===== src/rtl/mem_if_arb_pkg.sv =====
// Shared types for the multi-client SRAM interface arbiter.
// Holds request opcodes, FSM states and the index-width helper.
package mem_if_arb_pkg;

    typedef enum logic [1:0] {
        OP_NONE    = 2'd0,
        OP_LOAD    = 2'd1,
        OP_STORE   = 2'd2,
        OP_ILLEGAL = 2'd3
    } mem_op_e;

    typedef enum logic [1:0] {
        IDLE  = 2'd0,
        ISSUE = 2'd1,
        WAIT  = 2'd2,
        DONE  = 2'd3
    } mif_state_e;

    // A one-channel build still needs a 1-bit index signal.
    function automatic int idx_w(input int n);
        return (n > 1) ? $clog2(n) : 1;
    endfunction

endpackage


===== src/rtl/mem_if_arb_rr_arbiter.sv =====
// Round-robin picker: lowest requesting index >= ptr, else lowest overall.
// Purely combinational, zero latency; no backpressure (grant follows req).
module rr_arbiter
    import mem_if_arb_pkg::*;
#(
    parameter int N  = 2,
    parameter int IW = idx_w(N)
) (
    input  logic [N-1:0]  i_req,
    input  logic [IW-1:0] i_ptr,
    output logic [N-1:0]  o_grant,
    output logic [IW-1:0] o_idx,
    output logic          o_vld
);

    logic          w_hi_vld;
    logic          w_lo_vld;
    logic [IW-1:0] w_hi_idx;
    logic [IW-1:0] w_lo_idx;

    // Descending scan so the last hit is the lowest index in each half.
    always_comb begin
        w_hi_vld = 1'b0;
        w_lo_vld = 1'b0;
        w_hi_idx = '0;
        w_lo_idx = '0;
        for (int j = N - 1; j >= 0; j--) begin
            if (i_req[j]) begin
                w_lo_vld = 1'b1;
                w_lo_idx = IW'(j);
                if (j >= int'(i_ptr)) begin
                    w_hi_vld = 1'b1;
                    w_hi_idx = IW'(j);
                end
            end
        end
    end

    assign o_vld   = w_lo_vld;
    assign o_idx   = w_hi_vld ? w_hi_idx : w_lo_idx;
    assign o_grant = w_lo_vld ? (N'(1) << o_idx) : '0;

endmodule


===== src/rtl/mem_if_arb.sv =====
// Multi-channel load/store front end sharing one single-port SRAM, round-robin served.
// Pulse-to-done latency 3 + strobe cycles; pulses on a busy channel are dropped.
module mem_if_arb
    import mem_if_arb_pkg::*;
#(
    parameter int NUM_CH  = 2,
    parameter int ADDR_W  = 14,
    parameter int WDATA_W = 16,
    parameter int RDATA_W = 8,
    parameter int TIMEOUT = 15
) (
    input  logic                      clk,
    input  logic                      reset,
    input  logic [NUM_CH-1:0]         ch_store,
    input  logic [NUM_CH-1:0]         ch_load,
    input  logic [NUM_CH*ADDR_W-1:0]  ch_addr,
    input  logic [NUM_CH*WDATA_W-1:0] ch_wdata,
    output logic [NUM_CH-1:0]         ch_busy,
    output logic [NUM_CH-1:0]         ch_done,
    output logic [NUM_CH-1:0]         ch_error,
    output logic [RDATA_W-1:0]        ch_rdata,
    output logic                      read_req,
    output logic                      write_req,
    output logic [ADDR_W-1:0]         addrout,
    output logic [WDATA_W-1:0]        datatomem,
    input  logic [RDATA_W-1:0]        datafrommem,
    input  logic                      mem_resp
);

    localparam int IW = idx_w(NUM_CH);
    localparam int CW = $clog2(TIMEOUT + 1);

    typedef struct packed {
        mem_op_e              op;
        logic [ADDR_W-1:0]    addr;
        logic [WDATA_W-1:0]   wdata;
    } chan_req_t;

    chan_req_t          r_pend [NUM_CH];
    mif_state_e         r_state;
    mif_state_e         w_state_nxt;
    logic [IW-1:0]      r_ptr;
    logic [IW-1:0]      r_gnt;
    logic [NUM_CH-1:0]  r_gnt_oh;
    logic [CW-1:0]      r_cnt;
    logic               r_rd;
    logic               r_wr;
    logic               r_err;
    logic [RDATA_W-1:0] r_rdata;

    logic [NUM_CH-1:0]  w_pend_vld;
    logic [NUM_CH-1:0]  w_grant;
    logic [IW-1:0]      w_gnt_idx;
    logic               w_gnt_vld;
    chan_req_t          w_cur;
    logic               w_timeout;
    logic               w_wait_end;

    always_comb begin
        w_pend_vld = '0;
        for (int i = 0; i < NUM_CH; i++) begin
            w_pend_vld[i] = (r_pend[i].op != OP_NONE);
        end
    end

    assign w_cur      = r_pend[r_gnt];
    assign w_timeout  = (r_cnt == CW'(TIMEOUT));
    assign w_wait_end = mem_resp || w_timeout;

    rr_arbiter #(
        .N  (NUM_CH),
        .IW (IW)
    ) u_rr_arbiter (
        .i_req   (w_pend_vld),
        .i_ptr   (r_ptr),
        .o_grant (w_grant),
        .o_idx   (w_gnt_idx),
        .o_vld   (w_gnt_vld)
    );

    // Completion clear wins over capture; a busy channel cannot capture anyway.
    always_ff @(posedge clk or posedge reset) begin
        if (reset) begin
            for (int i = 0; i < NUM_CH; i++) begin
                r_pend[i] <= '0;
            end
        end else begin
            for (int i = 0; i < NUM_CH; i++) begin
                if (r_state == DONE && r_gnt_oh[i]) begin
                    r_pend[i].op <= OP_NONE;
                end else if (!w_pend_vld[i] && (ch_store[i] || ch_load[i])) begin
                    r_pend[i].op    <= (ch_store[i] && ch_load[i]) ? OP_ILLEGAL :
                                       ch_store[i]                 ? OP_STORE   : OP_LOAD;
                    r_pend[i].addr  <= ch_addr[i*ADDR_W +: ADDR_W];
                    r_pend[i].wdata <= ch_wdata[i*WDATA_W +: WDATA_W];
                end
            end
        end
    end

    always_ff @(posedge clk or posedge reset) begin
        if (reset) begin
            r_state <= IDLE;
        end else begin
            r_state <= w_state_nxt;
        end
    end

    always_comb begin
        w_state_nxt = r_state;
        case (r_state)
            IDLE:    if (w_gnt_vld) w_state_nxt = ISSUE;
            ISSUE:   w_state_nxt = (w_cur.op == OP_ILLEGAL) ? DONE : WAIT;
            WAIT:    if (w_wait_end) w_state_nxt = DONE;
            DONE:    w_state_nxt = IDLE;
            default: w_state_nxt = IDLE;
        endcase
    end

    // A response arriving on the timeout cycle still counts as success.
    always_ff @(posedge clk or posedge reset) begin
        if (reset) begin
            r_ptr    <= '0;
            r_gnt    <= '0;
            r_gnt_oh <= '0;
            r_cnt    <= '0;
            r_rd     <= 1'b0;
            r_wr     <= 1'b0;
            r_err    <= 1'b0;
            r_rdata  <= '0;
        end else begin
            case (r_state)
                IDLE: begin
                    r_err <= 1'b0;
                    if (w_gnt_vld) begin
                        r_gnt    <= w_gnt_idx;
                        r_gnt_oh <= w_grant;
                        r_ptr    <= (int'(w_gnt_idx) == NUM_CH - 1) ? '0 : w_gnt_idx + 1'b1;
                    end
                end
                ISSUE: begin
                    r_cnt <= CW'(1);
                    r_wr  <= (w_cur.op == OP_STORE);
                    r_rd  <= (w_cur.op == OP_LOAD);
                    r_err <= (w_cur.op == OP_ILLEGAL);
                end
                WAIT: begin
                    r_cnt <= r_cnt + 1'b1;
                    if (w_wait_end) begin
                        r_rd  <= 1'b0;
                        r_wr  <= 1'b0;
                        r_err <= !mem_resp;
                        if (mem_resp && r_rd) begin
                            r_rdata <= datafrommem;
                        end
                    end
                end
                default: ;
            endcase
        end
    end

    always_comb begin
        ch_done   = '0;
        ch_error  = '0;
        addrout   = '0;
        datatomem = '0;
        if (r_state == ISSUE || r_state == WAIT) begin
            addrout   = w_cur.addr;
            datatomem = w_cur.wdata;
        end
        if (r_state == DONE) begin
            ch_done  = r_gnt_oh;
            ch_error = r_err ? r_gnt_oh : '0;
        end
    end

    assign ch_busy   = w_pend_vld;
    assign ch_rdata  = r_rdata;
    assign read_req  = r_rd;
    assign write_req = r_wr;

endmodule

===== config.mk =====
export PLATFORM = sky130hd
export DESIGN_NAME = mem_if_arb
export DESIGN_NICKNAME = d
export VERILOG_FILES = /design/src/rtl/mem_if_arb_pkg.sv /design/src/rtl/mem_if_arb_rr_arbiter.sv /design/src/rtl/mem_if_arb.sv
export SDC_FILE = /design/constraint.sdc
export NUM_CORES = 1
export LEC_CHECK = 0
export ABC_CLOCK_PERIOD_IN_PS = 3010
export CAP_MARGIN = 20
export CORE_ASPECT_RATIO = 1.5
export CORE_MARGIN = 4
export CORE_UTILIZATION = 40
export CTS_CLUSTER_SIZE = 12
export DETAILED_ROUTE_END_ITERATION = 6
export PLACE_DENSITY = 0.69
export RECOVER_POWER = 25
export SYNTH_ARGS = -nofsm -noshare
export SYNTH_HDL_FRONTEND = slang
export SYNTH_SLANG_ARGS = --single-unit

===== constraint.sdc =====
create_clock -name clk -period 3.01 [get_ports clk]
set_input_delay 0.602 -clock clk [delete_from_list [all_inputs] [get_ports clk]]
set_output_delay 0.602 -clock clk [all_outputs]
set_load 0.02 [all_outputs]

# After elaboration in Yosys (flattened, before gate mapping)
# Cells that the tools add are included.
# word_totals
regBits	85
inputBits	75
output_inout_bits	46
elab_cells	95
# op_classes
addsub	2
n_lt_le_gt_ge	2
eq_ne	9
shifts	1
n_mux	35
n_bitwise	3
n_reduce_logical	28
# ops
operator	n
two-way mux 32 bit	5
two-way mux 2 bit	11
two-way mux 16 bit	1
two-way mux 14 bit	1
two-way mux 1 bit	12
AND reduction 2 bit	6
nonzero test 2 bit	5
== test 2 bit (second input constant)	4
one-hot mux 2 bit (4 select lines)	1
one-hot mux 4 bit (2 select lines)	1
logical AND 1 bit	7
adder 4 x 1 -> 4 bit (second input constant)	1
== test 2 x 1 -> 1 bit (second input constant)	2
== test 4 bit (second input constant)	1
logical OR 1 bit	4
one-hot mux 1 bit (2 select lines)	2
zero test 1 bit	3
one-hot mux 1 bit (3 select lines)	1
AND reduction 3 bit	1
nonzero test 3 bit	1
>= comparator 2 bit (second input constant)	1
zero test 2 bit	1
!= test 2 x 1 -> 1 bit (second input constant)	1
!= test 2 bit (second input constant)	1
other kinds (5)	6

# Longest topological paths before layout
# Gate-level depths: netlist (run 1).
# logic_depth
ltp_word	7
mapped_depth	5
depth_no_buf	5

# Hierarchy
# Synthesis (run 1) repeated with hierarchy kept, for this count alone.
# hier_totals
hier_cells	306
hier_area_um2	3971.3
# modules_own_cells
mod	instances	cells_per_inst	area_per_inst_um2	seq_area_each_um2
mem_if_arb	1	301	3938.8	2127.0
rr_arbiter	1	5	32.5	0.0

# Worst setup path after synthesis (run 1)
# No wires, ideal clock.
# synth_timing
path_type	flip-flop to output port
start	register r_state[0]
end	output port addrout[0]
t_arrival_ns	1.468
t_required_ns	2.408
setup_slack_ns	0.940
stages_incl_launch_ff	6
path_buffers	1
cell_sequence	dfrtp_1 inv_1 ha_1 clkinv_1 clkbuf_1 nor2_1
# synth_via
elab_chain_len	3
word_cells_on_any_way	4
cone_classes	2 x eq/ne; 1 x mux; 1 x reduce/logical
# synth_rtl
element	line	source
start: declaration	mem_if_arb.sv:40	mif_state_e r_state;
start signal: assignment	mem_if_arb.sv:105	r_state <= w_state_nxt;
== test 2 x 1 -> 1 bit or == test 2 bit (tied branches)	mem_if_arb.sv:168	if (r_state == ISSUE || r_state == WAIT) begin
logical OR 1 bit (*)	mem_if_arb.sv:168	
two-way mux 14 bit (*)	mem_if_arb.sv:168	
end: declaration	mem_if_arb.sv:24	output logic [ADDR_W-1:0] addrout,
# Every way passes the cells marked *; elsewhere a longest branch is shown, timed or not.

# Final worst setup path (run 1)
# layout_timing
start	register r_state[0]
end	output port addrout[4]
# The elaborated chain is that of the path after synthesis.

==> results of run 1 <==
[how the worst max path moves through the flow]
| stage | to | cells past startpoint |
|---|---|---|
| CTS | datatomem[5] | 6 |
| finish | addrout[4] | 6 |
| floorplan | ch_rdata[0]$_DFFE_PP0P_ | 1 |
| detailed placement | datatomem[2] | 6 |
| global placement | datatomem[15] | 6 |
| global route | addrout[4] | 6 |
[cells in the final DEF (no fill, tap or decap), types with 2 or more instances in the layout]
| cell | n |
|---|---|
| buf_12 | 2 |
| nor2_1 | 35 |
| clkbuf_1 | 2 |
| o211ai_4 | 2 |
| mux2i_1 | 33 |
| mux2_2 | 10 |
| nor2_4 | 2 |
| inv_1 | 9 |
| clkdlybuf4s50_1 | 118 |
| a21oi_1 | 7 |
| nand2b_1 | 4 |
| mux2_4 | 60 |
| o21ai_0 | 6 |
| a22o_1 | 2 |
| nor2b_1 | 4 |
| buf_4 | 7 |
| nand3_1 | 2 |
| clkinv_2 | 5 |
| nand2_1 | 5 |
| and3_1 | 3 |
| clkbuf_16 | 9 |
| ha_1 | 6 |
| dfrtp_1 | 82 |
[critical path: cells and delay by family (launching register included)]
family                   cells  cell delay, ps
AND/OR/NAND/NOR              1             160
buffers and inverters        4            1010
adder cells (fa/ha/maj)      1             320
flip-flops                   1             450
[metrics by stage]
stage	cells	setup WS, ps
4_1_cts	548	86.7
2_1_floorplan	298	271
3_3_place_gp	532	528
6_report	548	123
3_5_place_dp	532	484
5_1_grt	548	12.7
[cell families after synthesis]
group,count (synthesis)
compound gates,23
fa+ha+maj,6
buf+inv,23
flops,83
mux,103
simple gates,60
[per-layer routing]
layer,GRT usage,vias up
met1,0.195,1388
met5,0,-
met2,0.305,75
met3,0.0428,16
li1,-,1299
met4,0.0690,0
[repair_timing]
item                       CTS  global route
gates resized for setup      0             1
hold buffers                 0             0
setup endpoints to repair    0             1
[where the power goes]
| part | switching [mW] | internal [mW] | leakage (nW) |
|---|---|---|---|
| registers | 0.361 | 1.67 | 0.997 |
| logic | 1.68 | 1.98 | 1.57 |
| clock network | 0.428 | 0.551 | 0.132 |
| total | 2.46 | 4.20 | 2.70 |
[area by class of cell]
| class | instances | area, um^2 | share of cell area |
|---|---|---|---|
| Inverter | 10 | 37.5 | 0.00658 |
| Multi-Input combinational cell | 192 | 1880 | 0.330 |
| Clock buffer | 10 | 229 | 0.0401 |
| Sequential cell | 83 | 2080 | 0.364 |
| Timing Repair Buffer | 130 | 1300 | 0.228 |
| Tap cell | 117 | 146 | 0.0257 |
| Clock inverter | 6 | 32.5 | 0.00570 |
[sequential cells by signal (all words and copies together), names as in the netlist]
| signal | cells |
|---|---|
| r_ptr | 1 |
| r_err | 1 |
| r_pend | 64 |
| r_gnt | 1 |
| read_req | 1 |
| ch_rdata | 8 |
| r_cnt | 4 |
| r_state | 2 |
| write_req | 1 |
==> impl_metrics.tcl, run 1 <==
set metrics [dict create \
    status "complete, but fails checks" \
    violations "capacitance limit, slew limit" \
    yosysTopAreaCellShare 0.506 \
    hold_class "reg2reg" \
    irDropWorstVdd_v 0.000574 \
    numCtsBuffers 9 \
    final_hold_viol_count 0 \
    synth_compound_area_frac 0.0427 \
    grt_overflow 0 \
    synth_area_leaders "dfrtp_1 51%, mux2_4 22%, mux2i_1 8.0%, nor2_1 3.2%, mux2_2 2.7%" \
    clock_latency_ps 340 \
    routed-wl-met3_um 415 \
    hold_ws_ps 502 \
    path_clk_slew_ps 60 \
    whs_endpoint "ch_rdata[7]$_DFFE_PP0P_" \
    synth_fa_ha_area_frac 0.0183 \
    fin_area_um2 5710 \
    syn_to_final_growth_pct 39.0 \
    core_region_area_um2 10100 \
    r2r_slack_ps 1210 \
    tightest_slew_ps 1880 \
    nNetsFinal 507 \
    required_ps 2410 \
    worstPathCellList "inv_1 > ha_1 > clkinv_1 > buf_4 > nor2_1 > clkdlybuf4s50_1" \
    regToRegEndpoint "r_pend[4]$_DFFE_PP0P_" \
    top_layer_used "met4" \
    fin_setup_tns_ps 0 \
    io_buffers 120 \
    yosysWarnings 0 \
    slew_viol_final 48 \
    post-route-drc-count 0 \
    synth-seq-cells 83 \
    diodes 0 \
    syn_nets 379 \
    timing.rr.start "r_state[0]$_DFFE_PP0P_" \
    avgSynthCellArea_um2 13.8 \
    grt.total_usage 0.171 \
    grt_pass1_vias 3139 \
    rsz0062_at_grt "no" \
    ant_nets 0 \
    fin_crit_sh 0.959 \
    arrival_ps 2280 \
    viasPerCell 5.07 \
    maxCapViolCount 1 \
    whs_path_depth 1 \
    r2r_cells 5 \
    finClkSkew_ps 4.11 \
    grt_max_degree 49 \
    place_area_um2 5450 \
    synth_edf_count 0 \
    hp-start "ch_rdata[7]$_DFFE_PP0P_" \
    clock-sinks 83 \
    synth_top_family_by_area "multiplexers" \
    htree_levels 3 \
    cp_max_fo 15 \
    first_iter_violations 93 \
    slowest_delay_ps 630 \
    ys_types 34 \
    critPathSlowestCell "clkdlybuf4s50_1" \
    drt-total-wl_um 9770 \
    die_w_um 90.7 \
    post-route-min-period_ps 2890 \
    power_density_nw_per_um2 1170 \
    antenna_found_initial 0 \
    finalSetupViolCount 0 \
    first_pass_iters 4 \
    row_count 45 \
    startpoint_type "flop" \
    grt_first_pass_wirelength_um 16200 \
    clock.fmax_mhz 346 \
    crit_type "reg2out" \
    gp_congestion 0.775 \
    end_kind "primary output" \
    p_leak_nw 2.70 \
    startpoint "r_state[0]$_DFFE_PP0P_" \
    die_h_um 132 \
    cts_buffer_depth 2 \
    cts_setup_buffers 0 \
    synthSimpleGateAreaFrac 0.0710 \
    muxShareOfSynthArea 0.327 \
    dieArea_um2 12000 \
    dp_hpwl_um 7060 \
    ys_seq_area_frac 0.506 \
    wl_met2_um 5130 \
    wl_met1_um 4020 \
    yosys.area.top_type "dfrtp_1" \
    finalPower_mw 6.67 \
    ys.flop_type "dfrtp_1" \
    start_util 0.407 \
    fin_util 0.566 \
    drive_above_1_share 0.232 \
    cts-root-buf "clkbuf_16" \
    synth_xor_area_frac 0 \
    syn_inst 298 \
    tritoncts "yes" \
    synth_common_cells "83 x dfrtp_1, 60 x mux2_4, 35 x nor2_1" \
    post_drt_wl_per_cell_um 17.8 \
    fillers 853 \
    synthArstFlopShare 1.00 \
    synthesis.area_um2 4110 \
    yosysMostFrequentCell "dfrtp_1" \
    vias 2778 \
    slew-limit-headroom -0.255 \
    num_io_pins 121 \
]
(Power assumes the default switching activity.)
==> inputs of run 2 (changes only) <==
--- a/config.mk
+++ b/config.mk
@@ -6,7 +6,7 @@
 export NUM_CORES = 1
 export LEC_CHECK = 0
 export ABC_CLOCK_PERIOD_IN_PS = 3010
-export CAP_MARGIN = 20
+export CAP_MARGIN = 10
 export CORE_ASPECT_RATIO = 1.5
 export CORE_MARGIN = 4
 export CORE_UTILIZATION = 40
==> results of run 2 <==
The final DEF is identical to that of run 1; final timing and power are the same.
==> inputs of run 3 (changes only) <==
--- a/config.mk
+++ b/config.mk
@@ -9,11 +9,12 @@
 export CAP_MARGIN = 10
 export CORE_ASPECT_RATIO = 1.5
 export CORE_MARGIN = 4
-export CORE_UTILIZATION = 40
+export CORE_UTILIZATION = 47
 export CTS_CLUSTER_SIZE = 12
 export DETAILED_ROUTE_END_ITERATION = 6
-export PLACE_DENSITY = 0.69
+export PLACE_DENSITY = 0.8
 export RECOVER_POWER = 25
 export SYNTH_ARGS = -nofsm -noshare
 export SYNTH_HDL_FRONTEND = slang
+export SYNTH_HIERARCHICAL = 1
 export SYNTH_SLANG_ARGS = --single-unit
==> run 3 against run 2 <==
The flow now finishes without violations. Core utilization increased by 13 points. Non-clock buffer count down 2. Clock power grew 8%.
==> impl_metrics.tcl, run 3 <==
set metrics [dict create \
    status "finished, final reports clean" \
    row_count 40 \
    fin_area_um2 5620 \
    arrival_ps 2250 \
    synthArstFlopShare 1.00 \
    first_iter_violations 138 \
    hold_class "reg2reg" \
    post-route-min-period_ps 2850 \
    synth_edf_count 0 \
    p_leak_nw 2.75 \
    clock.fmax_mhz 351 \
    path_clk_slew_ps 60 \
    layout_commonest_cell "clkdlybuf4s50_1" \
    irDropWorstVdd_v 0.000668 \
    syn_nets 387 \
    finalPower_mw 6.60 \
    grt.total_usage 0.197 \
    diodes 0 \
    grt_max_degree 43 \
    ys_types 34 \
    worstPathCellList "inv_1 > ha_2 > clkinv_1 > buf_4 > nor2_1 > clkdlybuf4s50_1" \
    power_density_nw_per_um2 1170 \
    finClkSkew_ps 7.25 \
    synth_area_leaders "dfrtp_1 54%, mux2_2 19%, mux2i_1 8.6%, nor2_1 3.4%, ha_1 1.9%" \
    critPathSlowestCell "clkdlybuf4s50_1" \
    first_pass_iters 6 \
    cts_buffer_depth 2 \
    ys_seq_area_frac 0.536 \
    tightest_slew_ps 1050 \
    numCtsBuffers 9 \
    slew-limit-headroom 0.300 \
    vias 2841 \
    top_register "r_pend" \
    die_w_um 83.1 \
    clock_latency_ps 330 \
    cp_max_fo 9 \
    core_region_area_um2 8110 \
    required_ps 2410 \
    viasPerCell 5.26 \
    syn_inst 306 \
    grt_pass1_vias 3134 \
    finalSetupViolCount 0 \
    drt-total-wl_um 9410 \
    yosysTopAreaCellShare 0.536 \
    crit_type "reg2out" \
    post_drt_wl_per_cell_um 17.4 \
    start_util 0.490 \
    maxCapViolCount 0 \
    place_area_um2 5290 \
    syn_to_final_growth_pct 41.5 \
    cts_hold_buf 0 \
    final_hold_viol_count 0 \
    ant_nets 0 \
    rsz0062_at_grt "no" \
    clock-sinks 85 \
    dp_hpwl_um 6990 \
    nNetsFinal 512 \
    gp_congestion 0.824 \
    yosys.area.top_type "dfrtp_1" \
    yosysMostFrequentCell "dfrtp_1" \
    post-route-drc-count 0 \
    cts-root-buf "clkbuf_16" \
    largest_reg_flops 64 \
    dp_slack_ps 390 \
    startpoint_type "flop" \
    slew_viol_final 0 \
    synth_common_cells "85 x dfrtp_1, 68 x mux2_2, 36 x nor2_1" \
    worst_slack_ps 157 \
    io_buffers 120 \
    dieArea_um2 10000 \
    synthesis.area_um2 3970 \
    yosysWarnings 6 \
    synth-seq-cells 85 \
    avgSynthCellArea_um2 13.0 \
    drive_above_1_share 0.218 \
    num_io_pins 121 \
    fin_setup_tns_ps 0 \
    end_kind "primary output" \
    die_h_um 121 \
    fillers 593 \
    slowest_delay_ps 620 \
    antenna_found_initial 0 \
    ys.flop_type "dfrtp_1" \
    tritoncts "yes" \
    grt_first_pass_wirelength_um 15500 \
    grt_overflow 0 \
    fin_crit_sh 0.948 \
    most-common-layout-cells "95 x clkdlybuf4s50_1, 84 x dfrtp_1, 68 x mux2_2" \
    htree_levels 3 \
]
==> run 3: changes by cell type in the layout (fill, tap and decap cells not counted), sizes merged, moves of 3 or more <==
cell	delta
or2	+3
o21ai	-5
a21boi	+3
mux2	+3
nand3	+3
clkbuf	+3
clkinv	-4
dlymetal6s2s	+23
inv	-3
clkdlybuf4s50	-23
==> run 3: final timing paths <==
| check | start | to | slack [ps] | cells past startpoint |
|---|---|---|---|---|
| worst max-delay path | r_state[1]$_DFFE_PP0P_ | addrout[0] | 160 | 6 |
| worst min-delay path | r_pend[2]$_DFFE_PP0P_ | r_pend[2]$_DFFE_PP0P_ | 490 | 1 |
| worst max register to register | r_state[0]$_DFFE_PP0P_ | r_pend[51]$_DFFE_PP0P_ | 960 | 5 |
| worst min register to register | r_pend[2]$_DFFE_PP0P_ | r_pend[2]$_DFFE_PP0P_ | 490 | 1 |
| max in group asynchronous | reset | r_pend[32]$_DFFE_PP0P_ | 690 | 3 |
| min in group asynchronous | reset | r_pend[43]$_DFFE_PP0P_ | 850 | 2 |
==> run 3: power breakdown <==
| part | internal, mW | switching [mW] |
|---|---|---|
| combinational | 1.76 | 1.70 |
| sequential | 1.72 | 0.353 |
| clock | 0.660 | 0.404 |
| total | 4.14 | 2.46 |
==> run 3: critical path: cells and delay by family, from the launching register on <==
kind,cells,cell delay [ps]
buf+inv,4,1000
flops,1,400
simple gates,1,130
fa+ha+maj,1,390
==> run 3: cells by family (layout without fill, tap and decap cells) <==
group                      after synthesis  after routing  share of synthesized area
muxes                                  107            107                      0.293
DFF                                     85             85                      0.536
and+or+nand+nor                         68             68                     0.0882
buffers and inverters                   22            151                     0.0337
AOI/OAI and AO/OA                       18             18                     0.0309
adders and majority gates                6              6                     0.0189
==> run 3: what timing repair did <==
item,CTS,global route
setup buffers,0,0
endpoints found under the setup margin,0,28
gates resized for setup,0,25
endpoints found under the hold margin,0,0
==> run 3: area by class of cell <==
type                    count  area (um^2)  area share
flip-flops and latches     85         2130       0.379
multi-input cells         199         1710       0.305
repair buffers            128         1330       0.237
clock buffers              13          250      0.0445
well taps                 105          131      0.0234
clock inverters             2         35.0     0.00623
inverters                   8         31.3     0.00557
==> run 3: stage by stage <==
step           instances  utilization  hold WS (ps)
2_1_floorplan        306            -           457
3_3_place_gp         525        0.652           468
3_5_place_dp         525        0.652           480
4_1_cts              540        0.687           493
5_1_grt              540        0.693           515
6_report             540        0.693           485
==> run 3: per-layer routing <==
layer / up-vias / global-route usage / part of all wire
li1: 1325 / - / -
met1: 1419 / 0.216 / 0.37
met2: 83 / 0.361 / 0.57
met3: 14 / 0.0464 / 0.044
met4: 0 / 0.0849 / 0.019
met5: - / 0 / 0
